--- config.mk ---
export PLATFORM = sky130hd
export DESIGN_NAME = tick_block_averager
export DESIGN_NICKNAME = d
export VERILOG_FILES = /design/src/rtl/tick_block_averager.sv
export SDC_FILE = /design/constraint.sdc
export NUM_CORES = 1
export LEC_CHECK = 0
export ABC_AREA = 1
export CORE_MARGIN = 3
export CORE_UTILIZATION = 55
export DETAILED_ROUTE_END_ITERATION = 16
export GPL_TIMING_DRIVEN = 0
export MAX_ROUTING_LAYER = met4
export PLACE_DENSITY_LB_ADDON = 0.12
export SYNTH_ARGS = -nofsm -noshare
export SYNTH_HDL_FRONTEND = slang
export SYNTH_SLANG_ARGS = --single-unit
--- constraint.sdc ---
create_clock -name clk_i -period 5.1 [get_ports clk_i]
set_clock_uncertainty 0.15 [all_clocks]
set_input_delay 0.51 -clock clk_i [delete_from_list [all_inputs] [get_ports clk_i]]
set_output_delay 0.51 -clock clk_i [all_outputs]
set_load 0.02 [all_outputs]
--- src/rtl/tick_block_averager.sv ---
// Block averager: accumulates 2^LOG2_N tick-qualified samples, then presents the
// floored mean through a single-entry valid/ready output register.
module tick_block_averager #(
   parameter int DATA_W = 24,
   parameter int LOG2_N = 4
) (
   input  logic                     clk_i,
   input  logic                     reset_ni,
   input  logic                     tick_i,
   input  logic signed [DATA_W-1:0] sample_i,
   input  logic                     clear_i,
   output logic signed [DATA_W-1:0] avg_o,
   output logic                     valid_o,
   input  logic                     ready_i,
   output logic                     overrun_o,
   output logic [LOG2_N-1:0]        fill_o
);

   localparam int ACC_W = DATA_W + LOG2_N;

   logic signed [ACC_W-1:0]  acc_q, acc_d;
   logic signed [ACC_W-1:0]  sample_ext;
   logic signed [ACC_W-1:0]  acc_sum;
   logic [LOG2_N-1:0]        fill_q, fill_d;
   logic signed [DATA_W-1:0] avg_q, avg_d;
   logic                     valid_q, valid_d;
   logic                     overrun_q, overrun_d;
   logic                     last_tick;

   assign sample_ext = {{LOG2_N{sample_i[DATA_W-1]}}, sample_i};
   assign acc_sum    = acc_q + sample_ext;
   // fill is all-ones exactly when the current sample is the Nth of the block
   assign last_tick  = tick_i && (&fill_q);

   always_comb begin
      acc_d     = acc_q;
      fill_d    = fill_q;
      avg_d     = avg_q;
      valid_d   = valid_q;
      overrun_d = overrun_q;
      if (clear_i) begin
         acc_d     = '0;
         fill_d    = '0;
         valid_d   = 1'b0;
         overrun_d = 1'b0;
      end else begin
         if (valid_q && ready_i) begin
            valid_d = 1'b0;
         end
         if (last_tick) begin
            // Dropping the low LOG2_N bits is an arithmetic shift: floor division by N
            avg_d   = acc_sum[ACC_W-1:LOG2_N];
            valid_d = 1'b1;
            acc_d   = '0;
            fill_d  = '0;
            if (valid_q && !ready_i) begin
               overrun_d = 1'b1;
            end
         end else if (tick_i) begin
            acc_d  = acc_sum;
            fill_d = fill_q + LOG2_N'(1);
         end
      end
   end

   always_ff @(posedge clk_i or negedge reset_ni) begin
      if (!reset_ni) begin
         acc_q     <= '0;
         fill_q    <= '0;
         avg_q     <= '0;
         valid_q   <= 1'b0;
         overrun_q <= 1'b0;
      end else begin
         acc_q     <= acc_d;
         fill_q    <= fill_d;
         avg_q     <= avg_d;
         valid_q   <= valid_d;
         overrun_q <= overrun_d;
      end
   end

   assign avg_o     = avg_q;
   assign valid_o   = valid_q;
   assign overrun_o = overrun_q;
   assign fill_o    = fill_q;

endmodule

# Word level (Yosys, flattened, before mapping)

Index checks and enable logic that the tools add are counted.

Bits in latches: 0
Memories kept: 0
Input bits: 29
Memory bits (writable): 0
Bits in registers: 58
Memory bits (read-only): 0

Divide/modulo/power cells: 0
Eq/ne operators: 0
Multipliers: 0
$add $sub $neg: 2
Magnitude comparators: 0
Shift-type cells: 0
Bitwise operators: 1
Multiplexer cells: 12
Reductions and logical operators: 11

Operators by type and width:

| operator                                     | count |
|---|---|
| two-way mux 28 bit                           | 3 |
| adder 28 x 24 -> 28 bit                      | 1 |
| two-way mux 4 bit                            | 3 |
| two-way mux 1 bit                            | 6 |
| nonzero test 3 bit                           | 2 |
| adder 4 x 1 -> 4 bit (second input constant) | 1 |
| AND reduction 2 bit                          | 2 |
| AND reduction 4 bit                          | 1 |
| nonzero test 2 bit                           | 2 |
| logical AND 1 bit                            | 3 |
| zero test 1 bit                              | 1 |
| inverter 1 bit                               | 1 |

# Depth between registers and ports, before layout

Gate-level depths: netlist of the first run.

Word-level depth: 5
Depth in mapped cells: 14

# Worst setup path after synthesis of the first run

Ideal clock, no wire load.

Path type: input-to-reg
Start point: input sample_i[0]
End point: register acc_q[16]
Path slack: 2.974 ns
Buffers on the path: 0
Cell stages on the path: 13
Required time: 4.833 ns
Data arrival time: 1.858 ns
Path through: ha_1 -> inv_1 -> fa_1 -> inv_1 -> nand3_1 -> nand3_2 -> nand2_1 -> nand2_2 -> inv_1 -> nor2_1 -> o21ai_0 -> nand3_1 -> nand2_1

Cells in the longest elaborated chain, start to end: 4

RTL lines:

| element                 | RTL line | RTL |
|---|---|---|
| from (decl)             | 10       | `input logic signed [DATA_W-1:0] sample_i,` |
| adder 28 x 24 -> 28 bit | 31       | `assign acc_sum = acc_q + sample_ext;` |
| two-way mux 28 bit      | 59       | `end else if (tick_i) begin` |
| two-way mux 28 bit      | 50       | `if (last_tick) begin` |
| two-way mux 28 bit      | 41       | `if (clear_i) begin` |
| to (signal assigned)    | 68       | `acc_q <= '0;` |
| to (signal assigned)    | 74       | `acc_q <= acc_d;` |
| to (decl)               | 21       | `logic signed [ACC_W-1:0] acc_q, acc_d;` |

No other way between the ends. The select of a mux whose other input is x is not followed.
A chain may end at the register's enable or synchronous reset.

# Final worst setup path of the first run

Same ends and word-level chain as after synthesis.

==> results by group, run 1 <==
Timing
  • RSZ-0062 raised after global routing: no
  • Pins Over Slew Limit: 0
  • Worst slew margin: 52.4%
  • Setup_tns: 0 ps
  • Fmax: 0.379 GHz
  • Final Critical Period: 2640 ps
  • Slew @ Worst Pin: 714 ps
  • Final worst path period share: 51.8%
  • Final setup violation count: 0
  • Hold Violations, Final: 0
  • Hold slack: 60.3 ps

Global route
  • Vias in the first global route: 3,998
  • Gr ovfl total: 0
  • Largest net degree at the start of global routing: 32
  • Tot GR Track Use: 28.4%
  • First-pass GRT wire length: 18,900 um
  • Initial antenna violation count: 0

Power
  • Cell leakage power: 2.92 nW
  • Pwr Density: 272 nW/um^2
  • Worst vdd ir: 0.000147 V

Place
  • Port Buf Inserts: 58
  • HPWL after detailed placement: 9360 um
  • GP Congestion: 0.923

Clock tree
  • Total CTS buffers: 9
  • Clock insertion delay at the later pin of the skew report: 340 ps
  • CTS resizes: 0
  • Maximum clock path buffer count: 2
  • Post-CTS Setup Bufs: 0
  • CTS tree: done
  • Clock slew at reported path FFs: 70 ps
  • CTS Root Cell: clkbuf_8
  • Number of clock sinks: 58
  • Post-CTS Hold Fix Bufs: 0
  • H-tree Lvls: 3

Critical path
  • CP Cell Sequence: clkdlybuf4s50_1, ha_1, inv_1, fa_1, inv_1, nand3_1, nand3_2, nand2_1, nand2_2, inv_1, nor2_1, o21ai_0, nand3_1, nand2_1
  • Startpoint types: input pin
  • Worst EP required: 5170 ps
  • CP max stage cell: clkdlybuf4s50_1
  • Crit-path most repeated cell: inv_1
  • CP arrival: 2710 ps
  • Critical path class: input pin to flop
  • Crit path max fanout: 4
  • Critical Path Max Stage Delay: 490 ps
  • Endpoint class of the critical path: flop

Yosys
  • EDFF count, synth: 0
  • Ys Warns: 0
  • Library cells used by synthesis: 32
  • Sequential fraction of the synthesis area: 34.3%
  • Instance count of the mapped netlist: 646
  • Syn avg cell area: 6.55 um^2
  • Ys flop type: dfrtp_1
  • Seq cells post-synth: 58
  • Synth Net Count: 704
  • Post-Syn Area: 4230 um^2
  • Async SR Flop Fraction: 100%

Floorplan
  • Die width: 93.7 um
  • Die area: 8790 um^2
  • Core area: 7370 um^2
  • Placement Rows: 31
  • I/O pin cnt: 59
  • Die Span Y: 93.7 um
  • Initial core utilization: 57.5%

Drt
  • Drt pass-1 iters: 6
  • DRT iter0 DRCs: 185
  • Vias/cell: 5.13
  • DRT Wirelength: 11,500 um
  • Wire length per cell: 14.0 um
  • ANT nets after route: 0
  • Via count: 4,208
  • DRC viols: 0

Cells and area
  • Sequential cell area: 1450 um^2
  • Total inserted antenna cells: 0
  • Area of the multi-input gates: 2360 um^2
  • Final net count: 774
  • Area Overhead vs Synth: 21.3%
  • Fillers: 648
  • Share of cells above drive strength 1: 4.58%

Status
  • Outcome: completed

Hold path
  • Hold/Removal Path Class: input pin to async pin

Flow run
  • # Max-Cap Violations: 0
==> placed cells by master (no fill, tap or decap), types with 3 or more instances in the layout <==
cell type	instances
inv_1	97
xor2_1	5
o21ai_1	8
nand3b_1	6
nor2_1	37
nand3_1	54
nand4_1	6
ha_1	28
clkbuf_8	12
o21ai_0	11
a21oi_1	18
clkbuf_1	6
xnor2_1	7
dfrtp_1	58
nand3_2	3
buf_2	3
clkdlybuf4s50_1	57
nand2_1	281
==> cell usage after synthesis (2+ instances only) <==
master / instances / area, um^2
nand4_1: 6 / 37.5
nand3b_1: 6 / 45.0
nor2_1: 37 / 139
xnor2_1: 7 / 61.3
ha_1: 28 / 350
nand2_1: 281 / 1050
xor2_1: 5 / 43.8
buf_2: 2 / 10.0
nand3_2: 3 / 30.0
nand3_1: 54 / 270
inv_2: 2 / 7.51
o21ai_1: 8 / 40.0
nand2_2: 2 / 12.5
a21oi_1: 18 / 90.1
o21ai_0: 11 / 55.1
o22ai_1: 2 / 12.5
inv_1: 97 / 364
nor2_2: 2 / 12.5
dfrtp_1: 58 / 1450
buf_6: 2 / 22.5
clkbuf_1: 4 / 15.0
==> critical path: cells and delay by family <==
family / cells / cell delay, ps
compound gates: 1 / 120
buf+inv: 4 / 740
fa+ha+maj: 2 / 660
simple gates: 7 / 690
==> registers in the layout (all words and copies together) (netlist names) <==
signal,flops
overrun_o,1
fill_o,4
avg_o,24
acc_q,28
valid_o,1
==> layout make-up <==
| cell class | count | share of cell area [%] |
|---|---|---|
| plain buffers | 9 | 1.07 |
| clock buffers | 14 | 3.36 |
| clock inverters | 2 | 0.195 |
| inverters | 99 | 7.24 |
| multi-input cells | 480 | 45.9 |
| flip-flops and latches | 58 | 28.3 |
| well taps | 99 | 2.41 |
| repair buffers | 59 | 11.6 |
==> worst paths after layout <==
path                       cells after the start   endpoint  slack [ps]         from
max                                           14  acc_q[16]        2460  sample_i[0]
min                                            1  fill_o[0]          60     reset_ni
max reg2reg                                   13  acc_q[16]        2740     acc_q[0]
min reg2reg                                    2  avg_o[14]         330    avg_o[14]
max in group asynchronous                      2  acc_q[26]        4130     reset_ni
min in group clk_i                             2  avg_o[14]         330    avg_o[14]
==> power by group <==
| group | switching, mW | internal [mW] |
|---|---|---|
| Sequential | 0.0206 | 0.493 |
| Clock | 0.183 | 0.215 |
| Combinational | 0.313 | 0.171 |
| Total | 0.517 | 0.879 |
==> logic make-up after synthesis <==
family / after synthesis / share of synthesized area (%)
buffers and inverters: 108 / 10.1
and+or+nand+nor: 396 / 39.0
DFF: 58 / 34.3
AOI/OAI and AO/OA: 43 / 5.41
adders and majority gates: 29 / 8.75
xor gates and xnor gates: 12 / 2.48
==> metal layers <==
metal | global-route usage (%) | vias up | share of wire [%]
li1 | - | 2144 | -
met1 | 38.7 | 1910 | 48
met2 | 44.0 | 132 | 45
met3 | 4.41 | 22 | 5.8
met4 | 8.54 | 0 | 1.5
met5 | - | - | 0
==> through the flow <==
step / std cells / power (mW) / setup slack [ps] / utilization (%) / instance area, um^2
after floorplan: 646 / 0.855 / 2970 / - / 4230
after global placement: 803 / 0.981 / 1610 / 67.0 / 4940
after detailed placement: 804 / 0.996 / 2140 / 67.2 / 4950
after CTS: 820 / 1.40 / 2480 / 69.7 / 5140
after global routing: 820 / 1.49 / 2320 / 69.7 / 5140
final: 820 / 1.40 / 2460 / 69.7 / 5140
No activity file was read; power rests on OpenSTA's default activity.
==> run 2, diff against run 1 <==
CORE_UTILIZATION = 50   (was 55)
clock period = 2.14 ns   (was 5.1 ns; I/O delays follow)
==> results by group, run 2 (same netlist as run 1, synthesis figures left out) <==
Status
  • Outcome: completed

Critical path
  • CP arrival: 2130 ps
  • Crit path max fanout: 5
  • Worst r2r src: acc_q[17]
  • Top delay family on crit path: simple AND/OR/NAND/NOR gates
  • FF-to-FF path depth: 11
  • Critical Path Max Stage Delay: 380 ps
  • CP bufs+invs: 2
  • CP Cell Sequence: ha_1, nand2_1, inv_1, nand2_1, nand2_1, inv_1, nand2_1, a21oi_2, nand3_1, nand3_1, nand2_1
  • Startpoint types: flop
  • Flop-to-flop setup slack: 90 ps
  • Worst EP required: 2220 ps
  • CP max stage cell: dfrtp_1
  • Critical path class: flop to flop
  • Endpoint class of the critical path: flop
  • Crit-path most repeated cell: nand2_1
  • RR Endpoint: acc_q[26]

Floorplan
  • Core area: 7970 um^2
  • Die Span Y: 98.0 um
  • I/O pin cnt: 59
  • Initial core utilization: 53.1%
  • Die width: 98.0 um
  • Placement Rows: 32
  • Die area: 9610 um^2

Drt
  • Vias/cell: 5.18
  • Drt pass-1 iters: 5
  • DRT Wirelength: 12,100 um
  • DRC viols: 0
  • Via count: 4,320
  • ANT nets after route: 0
  • Wire length per cell: 14.6 um
  • DRT iter0 DRCs: 194

Power
  • Worst vdd ir: 0.000359 V
  • Internal power: 2.10 mW
  • Cell leakage power: 2.96 nW
  • Sequential power share: 36.1%
  • Net Sw Frac: 38.4%
  • Total power: 3.40 mW
  • Part of the power in combinational logic: 37.5%
  • Clock power share: 26.3%
  • NetSw: 1.31 mW
  • Pwr Density: 634 nW/um^2

Cells and area
  • Max reg flops: 28
  • Final net count: 785
  • Commonest cells after routing, fill and taps aside: nand2_1 (270), inv_1 (95), dfrtp_1 (58)
  • Leading cell type in the layout, fill and taps excluded: nand2_1
  • Total inserted antenna cells: 0
  • Area Overhead vs Synth: 26.9%
  • Share of cells above drive strength 1: 10.9%
  • Largest register by flop count: acc_q

Global route
  • First-pass GRT wire length: 20,000 um
  • Initial antenna violation count: 0
  • Tot GR Track Use: 26.7%
  • Vias in the first global route: 4,240
  • Largest net degree at the start of global routing: 32
  • Gr ovfl total: 0

Clock tree
  • Number of clock sinks: 58
  • Total CTS buffers: 9
  • Clock slew at reported path FFs: 70 ps
  • Maximum clock path buffer count: 2
  • H-tree Lvls: 3
  • CTS Root Cell: clkbuf_8
  • Clock insertion delay at the later pin of the skew report: 340 ps
  • CTS tree: done

Timing
  • Final Critical Period: 2050 ps
  • Pins Over Slew Limit: 0
  • Final setup violation count: 0
  • Final worst path period share: 96.0%
  • RSZ-0062 raised after global routing: yes
  • Fmax: 0.487 GHz
  • Hold Violations, Final: 0
  • Slew @ Worst Pin: 733 ps
  • Worst slew margin: 51.1%
  • Setup_tns: 0 ps

Hold path
  • Hold Path Cell Cnt: 3
  • HP Start: sample_i[0]
  • Hold/Removal Path Class: input pin to flop
  • Hold endpoint: acc_q[0]

Place
  • Port Buf Inserts: 58
  • GP Congestion: 0.951
  • HPWL after detailed placement: 9670 um

Flow run
  • # Max-Cap Violations: 0
run 2: cell count changes in the layout (fill, tap and decap cells not counted), moves of 4 or more:
cell,delta
buf_4,+9
ha_1,-9
ha_2,+5
ha_4,+4
nand2_1,-11
nand2_2,+11
nor2_1,-11
nor2_2,+8
run 2: repair_timing:
action | CTS | global route
pin swaps | 1 | 9
hold endpoints to repair | 30 | 0
buffers inserted | 1 | 9
gates resized for setup | 8 | 39
setup endpoints to repair | 14 | 31
cloned | 0 | 0
hold buffers | 1 | 0
run 2: per-stage QoR:
step                      setup WS (ps)  cells  area [um^2]  util (%)  hold slack [ps]
final                              85.0    834         5370      67.4              256
after CTS                          48.1    825         5160      64.7              267
after global routing              -78.4    834         5370      67.4              272
after global placement            -1080    806         4940      62.0              311
after floorplan                     191    646         4230         -             -232
after detailed placement           -538    807         4960      62.2              159
run 2: tightest hold or removal path, stage by stage:
cell and delay [ps]:
dlygate4sd2_1 250, ha_4 140, a22o_1 110
run 2: layer usage:
layer / GRT usage, % / wire, um / part of all wire (%)
met5: - / 0 / 0
met4: 7.88 / 229 / 1.9
met3: 4.64 / 810 / 6.7
met2: 42.1 / 5530 / 46
met1: 35.5 / 5570 / 46
run 2: worst max path at each step:
stage / start / to / slack [ps] / cells after the start
floorplan: acc_q[0] / acc_q[16] / 190 / 13
global placement: reset_ni / acc_q[25] / -1080 / 1
detailed placement: sample_i[0] / acc_q[16] / -540 / 14
CTS: acc_q[0] / acc_q[24] / 50 / 13
global route: acc_q[13] / acc_q[26] / -80 / 10
finish: acc_q[17] / acc_q[26] / 90 / 11
run 2: power by group through the flow:
stage | registers, mW | clock network [mW] | logic [mW]
floorplan | 1.23 | 0 | 0.804
global placement | 1.24 | 0 | 1.11
detailed placement | 1.24 | 0 | 1.14
CTS | 1.22 | 0.914 | 1.16
global route | 1.24 | 0.964 | 1.44
finish | 1.23 | 0.897 | 1.28
run 2: area by class of cell:
| type | count | area, um^2 |
|---|---|---|
| clock inverter | 3 | 15.0 |
| tap | 102 | 128 |
| clock buffer | 13 | 149 |
| multi-input combinational | 480 | 2510 |
| inverter | 99 | 372 |
| buffer | 9 | 57.6 |
| timing repair buffer | 70 | 692 |
| fill | 695 | 2590 |
| sequential | 58 | 1450 |
==> run 3, diff against run 2 <==
CELL_PAD_IN_SITES_DETAIL_PLACEMENT = 0   (was not set)
CELL_PAD_IN_SITES_GLOBAL_PLACEMENT = 1   (was not set)
CORE_UTILIZATION = 35   (was 50)
==> results by group, run 3 (same netlist as run 1, synthesis figures left out) <==
Status
  • Outcome: completed

Power
  • NetSw: 1.39 mW
  • Cell leakage power: 3.03 nW
  • Worst vdd ir: 0.000317 V
  • Total power: 4.01 mW
  • Pwr Density: 704 nW/um^2
  • Net Sw Frac: 34.8%
  • Part of the power in combinational logic: 33.5%
  • Clock power share: 35.7%
  • Internal power: 2.62 mW
  • Sequential power share: 30.8%

Cells and area
  • Post-route cell area: 5690 um^2
  • Sequential cell area: 1450 um^2
  • Largest register by flop count: acc_q
  • Total inserted antenna cells: 0
  • Area Overhead vs Synth: 34.5%
  • Share of cells above drive strength 1: 13.9%
  • Max reg flops: 28
  • Leading cell type in the layout, fill and taps excluded: nand2_1
  • Fillers: 1,230
  • Commonest cells after routing, fill and taps aside: nand2_1 (262), inv_1 (94), dfrtp_1 (58)
  • Area of the multi-input gates: 2650 um^2
  • Final core occ: 49.0%
  • Final net count: 786

Critical path
  • Worst EP required: 2220 ps
  • CP max stage cell: dfrtp_1
  • Critical Path Max Stage Delay: 390 ps
  • CP Cell Sequence: ha_4, inv_2, fa_2, inv_2, nand3_2, nand3_4, buf_4, nand4_1, nand3_1, nand2_2, nand3_1, nand2_1
  • Endpoint class of the critical path: flop
  • Critical path class: flop to flop
  • Crit path max fanout: 4
  • CP arrival: 2130 ps
  • Startpoint types: flop

Drt
  • Vias/cell: 4.71
  • ANT nets after route: 0
  • Drt pass-1 iters: 4
  • Wire length per cell: 14.5 um
  • DRT Wirelength: 12,700 um
  • DRT iter0 DRCs: 256
  • Via count: 4,119
  • DRC viols: 0

Timing
  • Pins Over Slew Limit: 0
  • Setup_tns: 0 ps
  • Slew @ Worst Pin: 599 ps
  • Final setup violation count: 0
  • RSZ-0062 raised after global routing: yes
  • Worst slew margin: 60.0%
  • Final worst path period share: 95.7%
  • Worst Setup Slack, final: 91.3 ps
  • Hold Violations, Final: 0
  • Fmax: 0.488 GHz
  • Final Critical Period: 2050 ps

Floorplan
  • Initial core utilization: 36.5%
  • Core area: 11,600 um^2
  • Placement Rows: 39
  • Die width: 116 um
  • Die Span Y: 116 um
  • I/O pin cnt: 59
  • Die area: 13,500 um^2

Global route
  • First-pass GRT wire length: 20,000 um
  • Largest net degree at the start of global routing: 35
  • Vias in the first global route: 3,892
  • Tot GR Track Use: 20.2%
  • Gr ovfl total: 0
  • Initial antenna violation count: 0

Clock tree
  • CTS Root Cell: clkbuf_16
  • H-tree Lvls: 3
  • Total CTS buffers: 9
  • Maximum clock path buffer count: 2
  • Clock slew at reported path FFs: 50 ps
  • Clock insertion delay at the later pin of the skew report: 350 ps
  • CTS tree: done
  • Number of clock sinks: 58

Place
  • Port Buf Inserts: 58
  • Place WS: -502 ps
  • GP Congestion: 0.940
  • HPWL after detailed placement: 10,100 um
  • DP Area: 5010 um^2

Hold path
  • Hold/Removal Path Class: input pin to async pin

Flow run
  • # Max-Cap Violations: 0
==> run 3: power groups by stage <==
stage	Clock, mW	Combinational [mW]	Sequential [mW]
2_1_floorplan	0	0.804	1.23
3_3_place_gp	0	1.15	1.24
3_5_place_dp	0	1.15	1.24
4_1_cts	1.46	1.17	1.22
5_1_grt	1.51	1.51	1.25
6_report	1.43	1.34	1.24
==> run 3: final timing paths <==
check | slack [ps] | start | depth (start not counted) | end
max in group asynchronous | 970 | reset_ni | 3 | avg_o[19]
worst max register to register | 90 | acc_q[0] | 12 | acc_q[20]
worst min-delay path | 270 | reset_ni | 2 | avg_o[4]
worst min register to register | 320 | avg_o[12] | 2 | avg_o[12]
min in group clk_i | 320 | avg_o[12] | 2 | avg_o[12]
worst max-delay path | 90 | acc_q[0] | 12 | acc_q[20]
==> run 3: metal layers <==
layer	routed length [um]	vias to the layer above	global-route usage, %
li1	-	2161	-
met1	6540	1858	28.7
met2	5360	82	29.0
met3	547	18	3.92
met4	233	0	6.42
met5	0	-	-
==> run 3: per-stage QoR <==
step,hold slack (ps),std cells
finish,269,875
global route,335,875
CTS,300,865
detailed placement,116,848
global placement,313,847
floorplan,-232,646
==> run 3: repair_timing <==
item | CTS | global route
pin swaps | 1 | 17
endpoints found under the setup margin | 15 | 33
hold endpoints to repair | 24 | 0
hold buffers | 1 | 0
setup buffers | 1 | 10
gates cloned | 0 | 0
gates resized for setup | 5 | 68
==> run 3: cell type report <==
cell class | count | share of cell area (%)
multi-input cells | 480 | 46.5
flip-flops and latches | 58 | 25.5
repair buffers | 71 | 12.3
inverters | 99 | 6.53
clock buffers | 12 | 4.33
well taps | 143 | 3.14
plain buffers | 9 | 1.01
clock inverters | 3 | 0.703
==> run 3: worst max-delay path: cells and delay by family, from the launching register on <==
family,cells,cell delay (ps)
adder cells (fa/ha/maj),2,530
AND/OR/NAND/NOR,7,640
buffers and inverters,3,230
flip-flops,1,390
==> variant, RTL diff (flow settings as in run 2) <==
The parameter `DATA_W` goes from 24 to 12.
--- a/src/rtl/tick_block_averager.sv
+++ b/src/rtl/tick_block_averager.sv
@@ -1,7 +1,7 @@
 // Block averager: accumulates 2^LOG2_N tick-qualified samples, then presents the
 // floored mean through a single-entry valid/ready output register.
 module tick_block_averager #(
-   parameter int DATA_W = 24,
+   parameter int DATA_W = 12,
    parameter int LOG2_N = 4
 ) (
    input  logic                     clk_i,
Interface: changed (resized avg_o and sample_i); port bits go from 59 to 35. The function was not compared with the original's and may differ.
==> variant against run 2 <==
Cell count is 50% lower; cell area is 48% lower; power shrank 46%; setup slack lost 0.0086 ns; synthesized area decreased by 46%; wire length decreased by 56%; sequential cell count fell by 24; non-clock buffer count decreased by 40; sequential power shrank 40%; synthesized cell count shrank 50%; critical path type is now input pin to flop; largest power group is now sequential cells.
==> variant: results (changes against run 2) <==
Run status
  – Result of the run: complete, no violations

Drt
  – DR vias/cell: 5.06 (-2.4%)
  – Detailed-route wire length per cell: 12.8 microns (-12%)
  – Sum of routed wire length over all layers: 5340 microns (-56%)

Logic synthesis
  – Sequential area share after synthesis: 37.4% (+3.2 points)
  – Synthesized netlist cell count: 323 (-50%)
  – Compound-cell area share of the yosys netlist: 4.63% (-0.78 points)

CTS
  – TritonCTS Buffers: 5 (-4)
  – Clock network latency to the later pin of the worst-skew pair: 0.30 ns (-0.04 ns)
  – Number of H-tree levels: 2 (-1)
  – # Post-CTS Setup Buffers: 0 (-1)

Placement
  – Post-DP HPWL: 3910 microns (-60%)
  – # placed instances: 407 (-50%)
  – Routability Congestion: 0.940 (-1.2%)

Finish
  – Final net count: 399 (-49%)
  – Fraction of layout instances using a drive strength above 1: 6.83% (-4.1 points)
  – Number of fill cells: 367 (-47%)

Critical path
  – Cell with the largest stage delay on the worst path: clkdlybuf4s50_1
  – FF-to-FF End: avg_o[4]
  – Largest stage delay, worst path: 0.46 ns (+0.08 ns)
  – Arrival time reported for the critical path endpoint: 2.09 ns (-0.04 ns)
  – Max Fanout on Critical Path: 3 (-2)
  – Worst flop-to-flop path startpoint: acc_q[0]

GRT
  – Via count of the first global-routing pass: 2109 (-50%)
  – GRT Overall Usage: 23.5% (-3.2 points)

Power
  – Max IR drop VDD: 474 uV (+32%)
  – Leakage power figure: 0.00155 uW (-48%)

Min path
  – Path class of the lowest-slack min-delay path: flop to flop
[variant: how the worst min path moves through the flow]
stage,to,start,slack [ns],cells past startpoint
floorplan,acc_q[0],reset_ni,-0.23,0
global placement,avg_o[9],avg_o[9],0.32,2
detailed placement,acc_q[2],reset_ni,0.19,1
CTS,avg_o[9],avg_o[9],0.33,2
global route,avg_o[9],avg_o[9],0.36,2
finish,avg_o[9],avg_o[9],0.34,2
[variant: cell type report]
type | count | area, sq um | area share, %
clock buffers | 7 | 86.3 | 3.11
plain buffers | 4 | 38.8 | 1.40
repair buffers | 35 | 345 | 12.4
flip-flops and latches | 34 | 851 | 30.6
multi-input cells | 238 | 1210 | 43.6
inverters | 47 | 176 | 6.35
well taps | 50 | 62.6 | 2.25
clock inverters | 1 | 5.00 | 0.180
[variant: what timing repair did]
action / CTS / global route
resized for setup: 0 / 1
endpoints found under the setup margin: 0 / 1
hold buffers: 1 / 0
endpoints found under the hold margin: 34 / 0
[variant: critical path: cells and delay by family]
family                   cells  cell delay, ns
AND/OR/NAND/NOR              5            0.61
adder cells (fa/ha/maj)      2            0.56
buffers and inverters        3            0.60
AO/OA/AOI/OAI                1            0.09
[variant: layer usage]
layer	part of all wire [%]	GRT usage (%)	routed length [microns]
met1	53	33.3	2830
met2	41	33.3	2200
met3	3.7	4.79	199
met4	2.0	8.65	106
met5	0	-	0
[variant: logic make-up (layout without fill, tap and decap cells)]
group,Yosys count,after routing
and+or+nand+nor,197,197
buffers and inverters,51,94
DFF,34,34
AOI/OAI and AO/OA,20,20
adders and majority gates,17,17
xor gates and xnor gates,4,4
[variant: power by group]
| part | leakage (uW) | switching (uW) | internal, uW | total, uW |
|---|---|---|---|---|
| clock network | 0.0000482 | 254 | 260 | 513 |
| logic | 0.00104 | 352 | 234 | 585 |
| registers | 0.000461 | 38.4 | 697 | 736 |
[variant: per-stage QoR]
stage	cell area (sq um)	hold WS, ns	setup WS (ns)	power, uW
CTS	2770	0.334	0.0714	1850
detailed placement	2670	0.186	-0.244	1330
global route	2780	0.359	0.0217	1970
global placement	2680	0.315	-0.226	1310
floorplan	2270	-0.232	0.323	1150
finish	2780	0.335	0.0764	1830
